<file path="src/rtl/rc5_cmd_queue_if.sv">
// Bus bundle between the RC5 receiver / CPU CSR side and the command queue.
// The frame pulse and the CSR bus share one bundle; clock and reset stay
// plain ports on the modules that use it.
interface rc5_cmd_queue_if;
    logic        frame_valid;
    logic [12:0] frame_data;
    logic [14:0] csr_a;
    logic        csr_we;
    logic [31:0] csr_di;
    logic [31:0] csr_do;
    logic        irq;

    // Driver side: receiver pulses plus the CPU issuing CSR accesses.
    modport master (
        output frame_valid, frame_data, csr_a, csr_we, csr_di,
        input  csr_do, irq
    );

    // Queue side.
    modport slave (
        input  frame_valid, frame_data, csr_a, csr_we, csr_di,
        output csr_do, irq
    );
endinterface

</file>
<file path="src/rtl/rc5_cmd_queue.sv">
// RC5 command queue: drops auto-repeat frames from a held key, buffers the
// surviving frames in an 8-deep FIFO and exposes them through four CSRs
// (DATA, STAT, CTRL, REPCNT) with a level interrupt while frames are pending.
module rc5_cmd_queue #(
    parameter logic [4:0]  csr_addr       = 5'h0,
    parameter int unsigned clk_freq       = 100000000,
    parameter int unsigned repeat_timeout = clk_freq / 1000 * 120
) (
    input  logic              sys_clk,
    input  logic              sys_rst_n,
    rc5_cmd_queue_if.slave    bus
);

    // A frame arriving k cycles after the previous one is a repeat for
    // k <= repeat_timeout-1, so the timer is loaded with that value.
    localparam logic [31:0] TIMER_RELOAD = 32'(repeat_timeout - 1);

    // Frame storage; no reset, the pointers define what is valid.
    logic [12:0] mem_q [8];

    logic [2:0]  rd_ptr_q, rd_ptr_d;
    logic [2:0]  wr_ptr_q, wr_ptr_d;
    logic [3:0]  level_q, level_d;
    logic        overflow_q, overflow_d;
    logic [15:0] repcnt_q, repcnt_d;
    logic [1:0]  ctrl_q, ctrl_d;          // [0] filter_en, [1] irq_en
    logic [12:0] last_frame_q, last_frame_d;
    logic        last_valid_q, last_valid_d;
    logic [31:0] timer_q, timer_d;
    logic [31:0] csr_do_q, csr_do_d;
    logic        irq_q, irq_d;

    logic        sel;
    logic [1:0]  idx;
    logic        wr;
    logic        empty;
    logic        full;
    logic        pop;
    logic        is_repeat;
    logic        push_req;
    logic        push;
    logic        ovf_event;
    logic [12:0] head;
    logic [31:0] rdata;

    // Address bits and data bits outside the decoded fields are don't-care.
    logic unused_ok;
    assign unused_ok = ^{bus.csr_a[9:2], bus.csr_di[31:9], bus.csr_di[7:2], 32'(clk_freq)};

    // Decode CSR access, classify the incoming frame and resolve push/pop.
    always_comb begin
        sel       = (bus.csr_a[14:10] == csr_addr);
        idx       = bus.csr_a[1:0];
        wr        = sel & bus.csr_we;
        empty     = (level_q == 4'd0);
        full      = (level_q == 4'd8);
        pop       = wr & (idx == 2'd0) & ~empty;
        is_repeat = ctrl_q[0] & last_valid_q & (bus.frame_data == last_frame_q);
        push_req  = bus.frame_valid & ~is_repeat;
        // A pop in the same cycle frees the slot, so a full FIFO still accepts.
        push      = push_req & (~full | pop);
        ovf_event = push_req & full & ~pop;
        head      = empty ? 13'd0 : mem_q[rd_ptr_q];
    end

    // Next-state for FIFO bookkeeping, status and control registers.
    always_comb begin
        rd_ptr_d   = rd_ptr_q + 3'(pop);
        wr_ptr_d   = wr_ptr_q + 3'(push);
        level_d    = level_q;
        case ({push, pop})
            2'b10:   level_d = level_q + 4'd1;
            2'b01:   level_d = level_q - 4'd1;
            default: level_d = level_q;
        endcase

        overflow_d = overflow_q;
        if (wr && (idx == 2'd1) && bus.csr_di[8])
            overflow_d = 1'b0;
        // A fresh overflow wins over a simultaneous clear.
        if (ovf_event)
            overflow_d = 1'b1;

        ctrl_d = ctrl_q;
        if (wr && (idx == 2'd2))
            ctrl_d = bus.csr_di[1:0];

        repcnt_d = repcnt_q;
        if (wr && (idx == 2'd3))
            repcnt_d = 16'd0;
        else if (bus.frame_valid && is_repeat && (repcnt_q != 16'hFFFF))
            repcnt_d = repcnt_q + 16'd1;

        irq_d = ctrl_q[1] & (level_q != 4'd0);
    end

    // Next-state for the repeat-filter memory and hold timer.
    always_comb begin
        last_frame_d = last_frame_q;
        last_valid_d = last_valid_q;
        timer_d      = timer_q;
        if (bus.frame_valid) begin
            last_frame_d = bus.frame_data;
            last_valid_d = 1'b1;
            timer_d      = TIMER_RELOAD;
        end else begin
            if (timer_q != 32'd0)
                timer_d = timer_q - 32'd1;
            // Drop the remembered frame on the edge the timer reaches zero.
            if (timer_q <= 32'd1)
                last_valid_d = 1'b0;
        end
    end

    // CSR read mux; data reflects state in the addressing cycle.
    always_comb begin
        case (idx)
            2'd0:    rdata = {~empty, 18'd0, head};
            2'd1:    rdata = {22'd0, empty, overflow_q, 4'd0, level_q};
            2'd2:    rdata = {30'd0, ctrl_q};
            default: rdata = {16'd0, repcnt_q};
        endcase
        csr_do_d = sel ? rdata : 32'd0;
    end

    // State registers with synchronous active-low reset.
    always_ff @(posedge sys_clk) begin
        if (!sys_rst_n) begin
            rd_ptr_q     <= 3'd0;
            wr_ptr_q     <= 3'd0;
            level_q      <= 4'd0;
            overflow_q   <= 1'b0;
            repcnt_q     <= 16'd0;
            ctrl_q       <= 2'b11;
            last_frame_q <= 13'd0;
            last_valid_q <= 1'b0;
            timer_q      <= 32'd0;
            csr_do_q     <= 32'd0;
            irq_q        <= 1'b0;
        end else begin
            rd_ptr_q     <= rd_ptr_d;
            wr_ptr_q     <= wr_ptr_d;
            level_q      <= level_d;
            overflow_q   <= overflow_d;
            repcnt_q     <= repcnt_d;
            ctrl_q       <= ctrl_d;
            last_frame_q <= last_frame_d;
            last_valid_q <= last_valid_d;
            timer_q      <= timer_d;
            csr_do_q     <= csr_do_d;
            irq_q        <= irq_d;
        end
    end

    // FIFO storage write port.
    always_ff @(posedge sys_clk) begin
        if (sys_rst_n && push)
            mem_q[wr_ptr_q] <= bus.frame_data;
    end

    assign bus.csr_do = csr_do_q;
    assign bus.irq    = irq_q;

endmodule
</file>
<file path="src/flat_wrapper.sv">
// flat-port wrapper written by rule: the top's interface ports become plain ports
module rc5_cmd_queue_flat 
#(
    parameter logic [4:0]  csr_addr       = 5'h0,
    parameter int unsigned clk_freq       = 100000000,
    parameter int unsigned repeat_timeout = clk_freq / 1000 * 120
)
  (sys_clk, sys_rst_n, bus_frame_valid, bus_frame_data, bus_csr_a, bus_csr_we, bus_csr_di, bus_csr_do, bus_irq);
  rc5_cmd_queue_if bus_i ();
  input  logic sys_clk;
  input  logic sys_rst_n;
  input wire logic [$bits(bus_i.frame_valid)-1:0] bus_frame_valid;
  input wire logic [$bits(bus_i.frame_data)-1:0] bus_frame_data;
  input wire logic [$bits(bus_i.csr_a)-1:0] bus_csr_a;
  input wire logic [$bits(bus_i.csr_we)-1:0] bus_csr_we;
  input wire logic [$bits(bus_i.csr_di)-1:0] bus_csr_di;
  output wire logic [$bits(bus_i.csr_do)-1:0] bus_csr_do;
  output wire logic [$bits(bus_i.irq)-1:0] bus_irq;
  assign bus_i.frame_valid = bus_frame_valid;
  assign bus_i.frame_data = bus_frame_data;
  assign bus_i.csr_a = bus_csr_a;
  assign bus_i.csr_we = bus_csr_we;
  assign bus_i.csr_di = bus_csr_di;
  assign bus_csr_do = bus_i.csr_do;
  assign bus_irq = bus_i.irq;
  rc5_cmd_queue #(.csr_addr(csr_addr), .clk_freq(clk_freq), .repeat_timeout(repeat_timeout)) u_core (.sys_clk(sys_clk), .sys_rst_n(sys_rst_n), .bus(bus_i));
endmodule
</file>
<file path="config.mk">
export PLATFORM = sky130hd
export DESIGN_NAME = rc5_cmd_queue_flat
export DESIGN_NICKNAME = d
export VERILOG_FILES = /design/src/rtl/rc5_cmd_queue_if.sv /design/src/rtl/rc5_cmd_queue.sv /design/src/flat_wrapper.sv
export SDC_FILE = /design/constraint.sdc
export NUM_CORES = 1
export LEC_CHECK = 0
export ABC_AREA = 1
export CORE_UTILIZATION = 40
export DETAILED_ROUTE_END_ITERATION = 6
export PLACE_DENSITY = 0.69
export RECOVER_POWER = 25
export SYNTH_ARGS = -nofsm -noshare
export SYNTH_HDL_FRONTEND = slang
export SYNTH_SLANG_ARGS = --single-unit
</file>
<file path="constraint.sdc">
create_clock -name sys_clk -period 6 [get_ports sys_clk]
set_clock_uncertainty 0.1 [all_clocks]
set_input_delay 1.5 -clock sys_clk [delete_from_list [all_inputs] [get_ports sys_clk]]
set_output_delay 1.5 -clock sys_clk [all_outputs]
set_load 0.1 [all_outputs]
</file>
=== After elaboration in Yosys (flattened, before gate mapping) ===
Memories as Yosys holds them, arrays and structs flattened. A register that Yosys moved wholly into a read port is not among the register bits.
Index checks and enable logic that the tools add are counted.

* Multiplexer cells: 12
* $lt $le $gt $ge: 1
* Bitwise gates (word level): 16
* Add/subtract/negate cells: 6
* Reduce and logical (&&, ||, !) cells: 19
* Equal/unequal tests: 8

{| class="wikitable"
|+ Operators by type and width
! cell !! number
|-
| one-hot mux 32 bit (3 select lines) || 1
|-
| 2-to-1 mux 24 bit || 2
|-
| less-or-equal comparator 32 x 1 -> 1 bit (second input constant) || 1
|-
| nonzero test 32 bit || 1
|-
| subtractor 32 x 1 -> 32 bit (second input constant) || 1
|-
| adder 16 x 1 -> 16 bit (second input constant) || 1
|-
| inequality test 16 bit (second input constant) || 1
|-
| equality test 13 bit || 1
|-
| 2-to-1 mux 13 bit || 1
|-
| AND 1 bit || 10
|-
| one-hot mux 4 bit (2 select lines) || 1
|-
| nonzero test 2 bit || 4
|-
| logical AND 1 bit || 7
|-
| adder 3 x 1 -> 3 bit || 2
|-
| equality test 2 bit (second input constant) || 3
|-
| 2-to-1 mux 1 bit || 6
|-
| zero test 5 bit || 1
|-
| inverter 1 bit || 5
|-
| adder 4 x 1 -> 4 bit (second input constant) || 1
|-
| equality test 2 x 1 -> 1 bit (second input constant) || 2
|-
| equality test 4 bit (second input constant) || 1
|-
| zero test 4 bit || 1
|-
| nonzero test 4 bit || 1
|-
| OR reduction 2 bit || 2
|-
| 5 further kinds || 5
|}

* Memories: 1
* Register bits after elaboration: 108
* Logic and storage cells: 75
* Output and inout bits: 33
* RAM bits: 104

{| class="wikitable"
|+ Memories
! name !! depth !! bits a word !! read ports !! clocked after Yosys merged registers in !! write ports !! line !! text
|-
| u_core.mem_q || 8 || 13 || 1 || 1 || 1 || rc5_cmd_queue.sv:19 || <nowiki>logic [12:0] mem_q [8];</nowiki>
|}

=== Depth between registers and ports, before layout ===
Gate-level depths: netlist of run 1.

* Depth in word-level cells: 9
* Depth in mapped cells: 19

=== Worst setup path after synthesis of run 1 ===
OpenSTA, ideal clock, no wires.

* Kind: input -> register
* From: input port bus_csr_a[11]
* To: memory u_core.mem_q[0][0] (enable)
* Data required time: 5.518 ns
* Library setup time: 0.382 ns
* Stages on the path: 10
* Path buffers: 0
* Arrival time: 2.982 ns
* Slack: 2.536 ns
* Cells stage by stage: or2_1 -> nor2_1 -> nand3_1 -> inv_2 -> nand2_1 -> inv_2 -> nor2_1 -> nor2_2 -> nand2_2 -> nor2_1

* Word-level cells in the longest chain between the ends: 9

{| class="wikitable"
|+ Ends and longest elaborated chain
! what !! line !! text
|-
| start: declaration || flat_wrapper.sv:14 || <nowiki>input wire logic [$bits(bus_i.csr_a)-1:0] bus_csr_a;</nowiki>
|-
| zero test 5 bit || rc5_cmd_queue.sv:52 || <nowiki>sel = (bus.csr_a[14:10] == csr_addr);</nowiki>
|-
| AND 1 bit || rc5_cmd_queue.sv:54 || <nowiki>wr = sel & bus.csr_we;</nowiki>
|-
| AND 1 bit (2 in series) || rc5_cmd_queue.sv:57 || <nowiki>pop = wr & (idx == 2'd0) & ~empty;</nowiki>
|-
| OR 1 bit || rc5_cmd_queue.sv:61 || <nowiki>push = push_req & (~full | pop);</nowiki>
|-
| AND 1 bit || rc5_cmd_queue.sv:61 ||
|-
| logical AND 1 bit || rc5_cmd_queue.sv:157 || <nowiki>if (sys_rst_n && push)</nowiki>
|-
| 2-to-1 mux 1 bit || rc5_cmd_queue.sv:157 ||
|-
| 2-to-1 mux 1 bit (implied by the code) || rc5_cmd_queue.sv:158 || <nowiki>mem_q[wr_ptr_q] <= bus.frame_data;</nowiki>
|-
| end: declaration || rc5_cmd_queue.sv:19 ||
|}

No other way between the ends.

=== Worst setup path in the final report of run 1 ===
* From: input port bus_frame_data[0]
* To: register u_core.level_q[3]

* Word-level cells in the longest chain between the ends: 7
* Elaborated cells between the ends (all ways): 9
* Classes of those cells: eq/ne (3); mux (1); bitwise (4); reduce/logical (1)

{| class="wikitable"
|+ Ends and longest elaborated chain
! what !! line !! text
|-
| start: declaration || flat_wrapper.sv:13 || <nowiki>input wire logic [$bits(bus_i.frame_data)-1:0] bus_frame_data;</nowiki>
|-
| equality test 13 bit * || rc5_cmd_queue.sv:58 || <nowiki>is_repeat = ctrl_q[0] & last_valid_q & (bus.frame_data == last_frame_q);</nowiki>
|-
| AND 1 bit * || rc5_cmd_queue.sv:58 ||
|-
| inverter 1 bit * || rc5_cmd_queue.sv:59 || <nowiki>push_req = bus.frame_valid & ~is_repeat;</nowiki>
|-
| AND 1 bit * || rc5_cmd_queue.sv:59 ||
|-
| AND 1 bit * || rc5_cmd_queue.sv:61 ||
|-
| equality test 2 x 1 -> 1 bit / equality test 2 bit (equally long branches) || rc5_cmd_queue.sv:71 || <nowiki>case ({push, pop})</nowiki>
|-
| one-hot mux 4 bit (2 select lines) / nonzero test 2 bit (equally long branches) || n/a ||
|-
| end signal: assignment || rc5_cmd_queue.sv:143 || <nowiki>level_q <= level_d;</nowiki>
|-
| end: declaration || rc5_cmd_queue.sv:23 || <nowiki>logic [3:0] level_q, level_d;</nowiki>
|}

Every way passes the cells marked *; elsewhere a longest branch is shown, timed or not.
A chain may end at the register's enable or synchronous reset.

==> results of run 1 <==
-- worst min-delay path, stage by stage, from the launching register on --
cell and delay [ns]:
dfxtp_1 0.33, nand2_1 0.06, nor2_1 0.05
-- report_power, final --
group,internal (mW),switching [mW],total (mW)
clock,0.568,0.563,1.13
combinational,0.0688,0.181,0.250
sequential,1.45,0.0205,1.47
-- synth_stat cells, types with 7 or more instances --
| master | n |
|---|---|
| a21oi_1 | 56 |
| buf_2 | 15 |
| buf_4 | 16 |
| clkbuf_1 | 16 |
| dfxtp_1 | 93 |
| edfxtp_1 | 104 |
| ha_1 | 10 |
| inv_1 | 73 |
| inv_2 | 9 |
| mux2i_1 | 14 |
| nand2_1 | 172 |
| nand2_2 | 7 |
| nand3_1 | 46 |
| nand4_1 | 25 |
| nor2_1 | 182 |
| nor2_2 | 9 |
| nor3_1 | 15 |
| o211ai_1 | 12 |
| o21ai_0 | 65 |
| o221ai_1 | 14 |
| xnor2_1 | 10 |
| xor2_1 | 18 |
-- cells by family (layout without fill, tap and decap cells) --
family | after synthesis | in the layout | synth area share [%]
and+or+nand+nor | 469 | 469 | 22.2
xor gates and xnor gates | 28 | 28 | 2.69
adders and majority gates | 11 | 11 | 1.59
muxes | 14 | 14 | 1.54
buffers and inverters | 133 | 172 | 6.37
other | 1 | 15 | 0.0412
DFF | 197 | 197 | 54.8
AOI/OAI and AO/OA | 169 | 169 | 10.8
-- layout by cell type (no fill, tap or decap), drive strengths merged, types with 14 or more instances in the layout --
cell	n
clkdlybuf4s50	34
nor2	193
nor3	18
nand3	48
nand2	179
mux2i	14
o21ai	69
o221ai	14
edfxtp	104
clkbuf	18
conb	15
xor2	18
nand4	25
inv	92
a21oi	57
dfxtp	93
-- registers in the layout (all words and copies together) (netlist names), 2 cells and up --
name / count
u_core.last_frame_q: 13
u_core.repcnt_q: 16
u_core.bus.csr_do: 17
u_core.mem_q: 104
u_core.timer_q: 32
u_core.level_q: 4
u_core.ctrl_q: 2
u_core.wr_ptr_q: 3
u_core.rd_ptr_q: 3
-- cell type report --
type	instances	area, um^2	share of cell area [%]
flip-flops and latches	197	4990	48.1
multi-input cells	706	3590	34.6
repair buffers	57	538	5.19
clock buffers	18	429	4.14
well taps	280	350	3.38
inverters	83	312	3.00
clock inverters	14	170	1.64
-- worst paths after layout --
kind / start / to / slack [ns]
hold reg to reg: u_core.ctrl_q[1]$_SDFFE_PN1P_ / u_core.bus.irq$_SDFF_PN0_ / 0.38
hold / removal: u_core.ctrl_q[1]$_SDFFE_PN1P_ / u_core.bus.irq$_SDFF_PN0_ / 0.38
setup / recovery: bus_frame_data[0] / u_core.level_q[3]$_SDFFE_PN0P_ / 1.93
setup reg to reg: u_core.level_q[2]$_SDFFE_PN0P_ / u_core.level_q[3]$_SDFFE_PN0P_ / 3.25
-- routing by layer --
| metal | part of all wire [%] | global-route usage (%) | vias to the layer above |
|---|---|---|---|
| li1 | - | - | 3513 |
| met1 | 44 | 23.6 | 3295 |
| met2 | 50 | 32.4 | 162 |
| met3 | 4.7 | 2.78 | 24 |
| met4 | 1.5 | 6.35 | 0 |
| met5 | 0 | 0 | - |
==> results_dict.tcl, run 1 <==
set metrics [dict create \
    worstSkewPairLatency_ns 0.44 \
    wl_um 21000 \
    hold_path_depth 2 \
    hold_path_class "register to register" \
    post_cts_buffers 0 \
    final_cells 1355 \
    dr.pass1.iters 7 \
    synth_edf_count 104 \
    synthFlopType "edfxtp_1" \
    period_share_pct 67.8 \
    placedCellCount 1323 \
    fp.coreArea_um2 22100 \
    worstPathRequired_ns 6.23 \
    rows 54 \
    overflow 0 \
    via_count 6994 \
    fp.dieH_um 153 \
    antenna_found_initial 0 \
    critPathArrivalTime_ns 4.30 \
    slowest_stage "dlygate4sd3_1" \
    synth.distinct_cells 44 \
    ys_top_cells_by_area "edfxtp_1, dfxtp_1, nor2_1" \
    finalNetCount 1137 \
    synth_top_area_share_pct 34.3 \
    grt_max_degree 55 \
    drt_iter0_drc 602 \
    pre_cts_ws_ns 1.58 \
    yosysSeqAreaShare_pct 54.8 \
    power_leakage_nw 3.93 \
    htree_levels 4 \
    synth-seq-cells 197 \
    viasPerCell 5.16 \
    rr_worst_depth 17 \
    worst_hold_slack_ns 0.376 \
    crit_top_cell "nand2_1" \
    syn_area_um2 9100 \
    crit_buf_inv 4 \
    layout-drive-gt1-share_pct 7.72 \
    utilization_pct 47.0 \
    die_w_um 153 \
    finalSetupViolCount 0 \
    fin_crit_ns 4.07 \
    cts_buffers 17 \
    clock-sinks 197 \
    crit_fanout 9 \
    drc 6 \
    syn_inst 1022 \
    hpwl_um 14100 \
    start_kind "primary input" \
    max_stage_delay_ns 0.81 \
    violations "design-rule violations" \
    syn2layout_area_growth_pct 14.0 \
    slew_headroom_pct 34.0 \
    finalSetupTns_ns 0 \
    worstPathCellList "dlygate4sd3_1 -> inv_1 -> nand2_1 -> nand2_1 -> nor2_1 -> nand2_1 -> nor2_1 -> nand2_1 -> nand2_1 -> nand2_2 -> inv_1 -> ha_1 -> nand2_1 -> nand2_1 -> a31oi_1 -> inv_1 -> nand2_1 -> nand3_1 -> nand2_1 -> nor2_1" \
    gr-usage-all-layers_pct 18.6 \
    fillers 2088 \
    holdBufCountCts 0 \
    cts.repair.resized 0 \
    cts.path.max_buffers 2 \
    cp.depth 20 \
    fmax_mhz 246 \
    grt_pass1_wl_um 34100 \
    critical_path_class "primary input to register" \
    report.power.total_mw 2.85 \
    cp_top_family "simple AND/OR/NAND/NOR gates" \
    final_area_um2 10400 \
    maxCapViolations 0 \
    place_area_um2 9770 \
    fin_ws_ns 1.93 \
    antenna_left 0 \
    io_pins 97 \
    avgSynthCellArea_um2 8.90 \
    tightest_slew_ns 0.987 \
    cts_tree "yes" \
    rsz0062_at_grt "false" \
    yosys.area.top_type "edfxtp_1" \
    end_kind "register" \
    slew_viol_final 0 \
    numPortBuffers 44 \
    wl_per_cell_um 15.5 \
    ir_worst_vdd_mv 0.186 \
    start_util_pct 41.2 \
    powerDensity_nw_per_um2 275 \
    antenna_cells 0 \
    async_flop_share_pct 0 \
    clock-root-buffer "clkbuf_16" \
    grt_pass1_vias 6703 \
    ys_warn_count 0 \
    die_area_um2 23400 \
    status "finished with violations" \
    globalplace.congestion 0.891 \
    clkTransAtPathRegs_ns 0.08 \
    hold_viol_final 0 \
]
(Power assumes the default switching activity.)
==> inputs of run 2 (changes only) <==
==> constraint.sdc (replaced) <==
create_clock -name sys_clk -period 3.85 [get_ports sys_clk]
set_clock_uncertainty 0.1 [all_clocks]
set_input_delay 0.9625 -clock sys_clk [delete_from_list [all_inputs] [get_ports sys_clk]]
set_output_delay 0.9625 -clock sys_clk [all_outputs]
set_load 0.1 [all_outputs]
==> run 2 against run 1 <==
  * The run still ends with design-rule violations left
  * Final cell count grew 1.5%
  * Register-to-register slack lost 1.9 ns
  * Sequential cell count unchanged
  * Sequential share of layout area down 0.50 points
  * Count of clock-buffer cells in the layout unchanged
  * Core utilization up 0.49 points
  * Cell area grew 1.0%
  * Setup slack lost 1.5 ns
  * Critical path type unchanged
  * Critical endpoint unchanged
==> results_dict.tcl, run 2 (synthesis gave the netlist of run 1 again) <==
set metrics [dict create \
    violations "design-rule violations" \
    cts_buffers 17 \
    clock-root-buffer "clkbuf_16" \
    fin_crit_ns 3.40 \
    placedCellCount 1341 \
    drt_iter0_drc 556 \
    grt_max_degree 54 \
    top_register "u_core.mem_q" \
    slew_viol_final 0 \
    wl_per_cell_um 15.6 \
    fin_ws_ns 0.448 \
    overflow 0 \
    finalSetupViolCount 0 \
    final_cells 1375 \
    report.power.total_mw 4.50 \
    dr.pass1.iters 7 \
    die_w_um 153 \
    drc 16 \
    fmax_mhz 294 \
    hpwl_um 14600 \
    final_area_um2 10500 \
    gr-usage-all-layers_pct 19.1 \
    globalplace.congestion 0.883 \
    power_leakage_nw 3.99 \
    period_share_pct 88.4 \
    post_cts_buffers 0 \
    cts.repair.resized 0 \
    maxCapViolations 0 \
    fp.coreArea_um2 22100 \
    cp-endpoint "u_core.level_q[3]$_SDFFE_PN0P_" \
    worstReg2RegStart "u_core.rd_ptr_q[2]$_SDFF_PN0_" \
    place_area_um2 9910 \
    worstSkewPairLatency_ns 0.44 \
    largest_register_ffs 104 \
    layout_common_cells "nor2_1, nand2_1, edfxtp_1" \
    io_pins 97 \
    viasPerCell 5.18 \
    status "finished with violations" \
    finalNetCount 1155 \
    htree_levels 4 \
    holdBufCountCts 0 \
    ir_worst_vdd_mv 0.266 \
    grt_pass1_vias 6832 \
    powerDensity_nw_per_um2 429 \
    rr_worst_depth 4 \
    cts_tree "yes" \
    critPathArrivalTime_ns 3.64 \
    grt_pass1_wl_um 34800 \
    via_count 7121 \
    tightest_slew_ns 0.983 \
    die_area_um2 23400 \
    pre_cts_ws_ns 0.254 \
    worst_hold_slack_ns 0.363 \
    hold_viol_final 0 \
    antenna_left 0 \
    hold_path_class "register to register" \
    r2r_setup_slack_ns 1.32 \
    start_util_pct 41.2 \
    clock-sinks 197 \
    rsz0062_at_grt "false" \
    finalSetupTns_ns 0 \
    antenna_found_initial 2 \
    worstHoldStart "u_core.last_valid_q$_SDFFE_PN0P_" \
    critical_path_class "primary input to register" \
    layout_commonest_cell "nor2_1" \
    crit_fanout 9 \
    start_kind "primary input" \
    rows 54 \
    startpoint "bus_frame_data[8]" \
    wl_um 21500 \
    fp.dieH_um 153 \
    syn2layout_area_growth_pct 15.2 \
    cts.path.max_buffers 2 \
    utilization_pct 47.4 \
    numPortBuffers 44 \
    regToRegEndpoint "u_core.bus.csr_do[0]$_SDFF_PN0_" \
    worstPathRequired_ns 4.08 \
    slew_headroom_pct 34.3 \
    layout-drive-gt1-share_pct 8.42 \
    clkTransAtPathRegs_ns 0.07 \
    end_kind "register" \
]
## run 2: cell count changes in the layout (fill, tap and decap cells not counted), sizes merged
| cell | delta |
|---|---|
| diode | +2 |
| bufinv | +2 |
| buf | +8 |
| inv | -3 |
| clkbuf | +10 |
| clkinvlp | +1 |
## run 2: per-layer routing
metal | wire length, um | track usage [%]
met1 | 9640 | 24.4
met2 | 10400 | 32.8
met3 | 1080 | 3.20
met4 | 374 | 6.06
met5 | 0 | 0
## run 2: final cells by class
type / count / area [um^2]
Antenna cell: 2 / 5.00
Clock buffer: 18 / 439
Clock inverter: 14 / 166
Fill cell: 2070 / 11600
Inverter: 83 / 312
Multi-Input combinational cell: 706 / 3590
Sequential cell: 197 / 4990
Tap cell: 280 / 350
Timing Repair Buffer: 75 / 636
## run 2: power breakdown
| part | internal, mW | switching (mW) |
|---|---|---|
| registers | 2.25 | 0.0318 |
| logic | 0.114 | 0.286 |
| clock network | 0.996 | 0.818 |
## run 2: how the worst min path moves through the flow
| stage | end | slack (ns) | depth (start not counted) |
|---|---|---|---|
| 3_5_place_dp | u_core.last_valid_q$_SDFFE_PN0P_ | 0.35 | 2 |
| 6_report | u_core.last_valid_q$_SDFFE_PN0P_ | 0.36 | 2 |
| 3_3_place_gp | u_core.last_valid_q$_SDFFE_PN0P_ | 0.35 | 2 |
| 5_1_grt | u_core.last_valid_q$_SDFFE_PN0P_ | 0.38 | 2 |
| 2_1_floorplan | u_core.bus.irq$_SDFF_PN0_ | 0.33 | 2 |
| 4_1_cts | u_core.last_valid_q$_SDFFE_PN0P_ | 0.36 | 2 |
## run 2: worst max-delay path, stage by stage
cell and delay (ns):
dlygate4sd3_1 0.54, clkbuf_1 0.35, nand2_1 0.14, nand2_1 0.10
nor2_1 0.05, nand2_1 0.07, nor2_1 0.04, nand2_1 0.16
nand2_1 0.13, nand2_2 0.08, inv_1 0.05, ha_1 0.31
nand2_1 0.07, nand2_1 0.04, a31oi_1 0.19, inv_1 0.07
nand2_1 0.09, nand3_1 0.08, nand2_1 0.07, nor2_1 0.04
==> inputs of run 3 (changes only) <==
--- a/config.mk
+++ b/config.mk
@@ -7,8 +7,8 @@
 export LEC_CHECK = 0
 export ABC_AREA = 1
 export CORE_UTILIZATION = 40
+export CTS_CLUSTER_SIZE = 14
 export DETAILED_ROUTE_END_ITERATION = 6
-export PLACE_DENSITY = 0.69
 export RECOVER_POWER = 25
 export SYNTH_ARGS = -nofsm -noshare
 export SYNTH_HDL_FRONTEND = slang
==> run 3 against run 2 <==
  * Total power decreased by 1.3%
  * Largest cell class unchanged
  * Sequential power is essentially flat
  * Critical path type unchanged
  * Cell area barely moved
  * Via count shrank 1.2%
  * Critical path depth is the same
  * Worst hold slack gained 0.012 ns
  * Sequential share of layout area hardly changed
  * Wire length is 2.3% higher
  * Setup slack improved by 0.055 ns
  * Clock power decreased by 3%
  * The flow still finishes with violations (design-rule violations)
  * Count of clock-buffer cells in the layout is 1 lower
==> results_dict.tcl, run 3 (synthesis gave the netlist of run 1 again) <==
set metrics [dict create \
    rr_worst_depth 9 \
    start_kind "primary input" \
    globalplace.congestion 0.892 \
    utilization_pct 47.4 \
    finalSetupViolCount 0 \
    hold_viol_final 0 \
    overflow 0 \
    slew_viol_final 0 \
    end_kind "register" \
    largest_register_ffs 104 \
    post_cts_buffers 0 \
    hold_path_class "register to register" \
    finalSetupTns_ns 0 \
    worstPathRequired_ns 4.08 \
    start_util_pct 41.2 \
    pwr-share-clk_pct 39.5 \
    period_share_pct 86.9 \
    die_w_um 153 \
    cts_buffers 17 \
    seq_power_share_pct 51.5 \
    htree_levels 4 \
    final_area_um2 10500 \
    crit_fanout 9 \
    critical_path_class "primary input to register" \
    viasPerCell 5.12 \
    worst_hold_slack_ns 0.375 \
    grt_max_degree 54 \
    fp.dieH_um 153 \
    wl_um 22000 \
    drc 3 \
    p_comb_share_pct 9.0 \
    cts_tree "yes" \
    power_leakage_nw 3.99 \
    fmax_mhz 299 \
    placedCellCount 1343 \
    top_register "u_core.mem_q" \
    cts.repair.resized 0 \
    hold_path_depth 2 \
    tightest_slew_ns 0.985 \
    clock-root-buffer "clkbuf_16" \
    wl_per_cell_um 16.0 \
    rows 54 \
    grt_pass1_wl_um 35500 \
    layout_commonest_cell "nor2_1" \
    gr-usage-all-layers_pct 19.6 \
    p_int_mw 3.24 \
    ir_worst_vdd_mv 0.269 \
    fin_crit_ns 3.35 \
    antenna_found_initial 0 \
    place_area_um2 9920 \
    clock-sinks 197 \
    antenna_left 0 \
    dr.pass1.iters 7 \
    syn2layout_area_growth_pct 15.2 \
    clkTransAtPathRegs_ns 0.07 \
    drt_iter0_drc 563 \
    antenna_cells 0 \
    powerDensity_nw_per_um2 424 \
    critPathArrivalTime_ns 3.58 \
    finalNetCount 1157 \
    hpwl_um 15200 \
    io_pins 97 \
    rsz0062_at_grt "false" \
    status "finished with violations" \
    p_switching_mw 1.20 \
    final_cells 1375 \
    cts.path.max_buffers 2 \
    layout_common_cells "nor2_1, nand2_1, edfxtp_1" \
    holdBufCountCts 0 \
    grt_pass1_vias 6663 \
    switching_share_pct 27.0 \
    fp.coreArea_um2 22100 \
    via_count 7035 \
    layout-drive-gt1-share_pct 8.68 \
    worstSkewPairLatency_ns 0.43 \
    violations "design-rule violations" \
    numPortBuffers 44 \
    slew_headroom_pct 34.1 \
    die_area_um2 23400 \
    maxCapViolations 0 \
]
run 3: cell count changes in the layout (fill, tap and decap cells not counted), moves of 2 or more:
cell,previous run,this run
clkbuf_1,10,8
buf_4,21,25
inv_6,4,8
clkinv_2,2,0
clkinv_8,1,4
diode_2,2,0
bufinv_16,2,0
run 3: stage by stage:
stage	setup slack, ns	total power, mW
after floorplan	0.923	2.62
after global placement	0.255	2.73
after detailed placement	0.195	2.74
after CTS	0.645	4.48
after global routing	0.235	4.60
final	0.503	4.44
run 3: cell type report:
type,instances,area (um^2)
clock inverter,15,161
fill,2104,11600
clock buffer,17,425
timing repair buffer,77,658
tap,280,350
multi-input combinational,706,3590
sequential,197,4990
inverter,83,312
run 3: power by group through the flow:
stage          clock network, mW  logic (mW)  registers, mW
5_1_grt                     1.87       0.444           2.29
3_3_place_gp                   0       0.401           2.33
2_1_floorplan                  0       0.282           2.34
3_5_place_dp                   0       0.405           2.33
4_1_cts                     1.79       0.406           2.28
6_report                    1.76       0.400           2.28
run 3: critical path, cell delays in order:
cell           delay (ns)
dlygate4sd3_1        0.54
clkbuf_1             0.31
nand2_1              0.15
nand2_1              0.08
nor2_1               0.04
nand2_1              0.06
nor2_1               0.04
nand2_1              0.15
nand2_1              0.13
nand2_2              0.09
inv_1                0.06
ha_1                 0.32
nand2_1              0.09
nand2_1              0.05
a31oi_1              0.18
inv_1                0.06
nand2_1              0.08
nand3_1              0.08
nand2_1              0.06
nor2_1               0.04
run 3: final timing paths:
kind,from,to,slack [ns]
max,bus_frame_data[3],u_core.level_q[3]$_SDFFE_PN0P_,0.50
min,u_core.last_valid_q$_SDFFE_PN0P_,u_core.last_valid_q$_SDFFE_PN0P_,0.37
max reg2reg,u_core.timer_q[0]$_SDFFE_PN0P_,u_core.timer_q[1]$_SDFFE_PN0P_,1.42
min reg2reg,u_core.last_valid_q$_SDFFE_PN0P_,u_core.last_valid_q$_SDFFE_PN0P_,0.37
run 3: layer usage:
metal	up-vias	global-route usage, %	wire length (um)
met2	155	31.8	10200
li1	3549	-	-
met1	3305	26.2	10500
met3	26	3.63	923
met5	-	0	0
met4	0	6.93	380
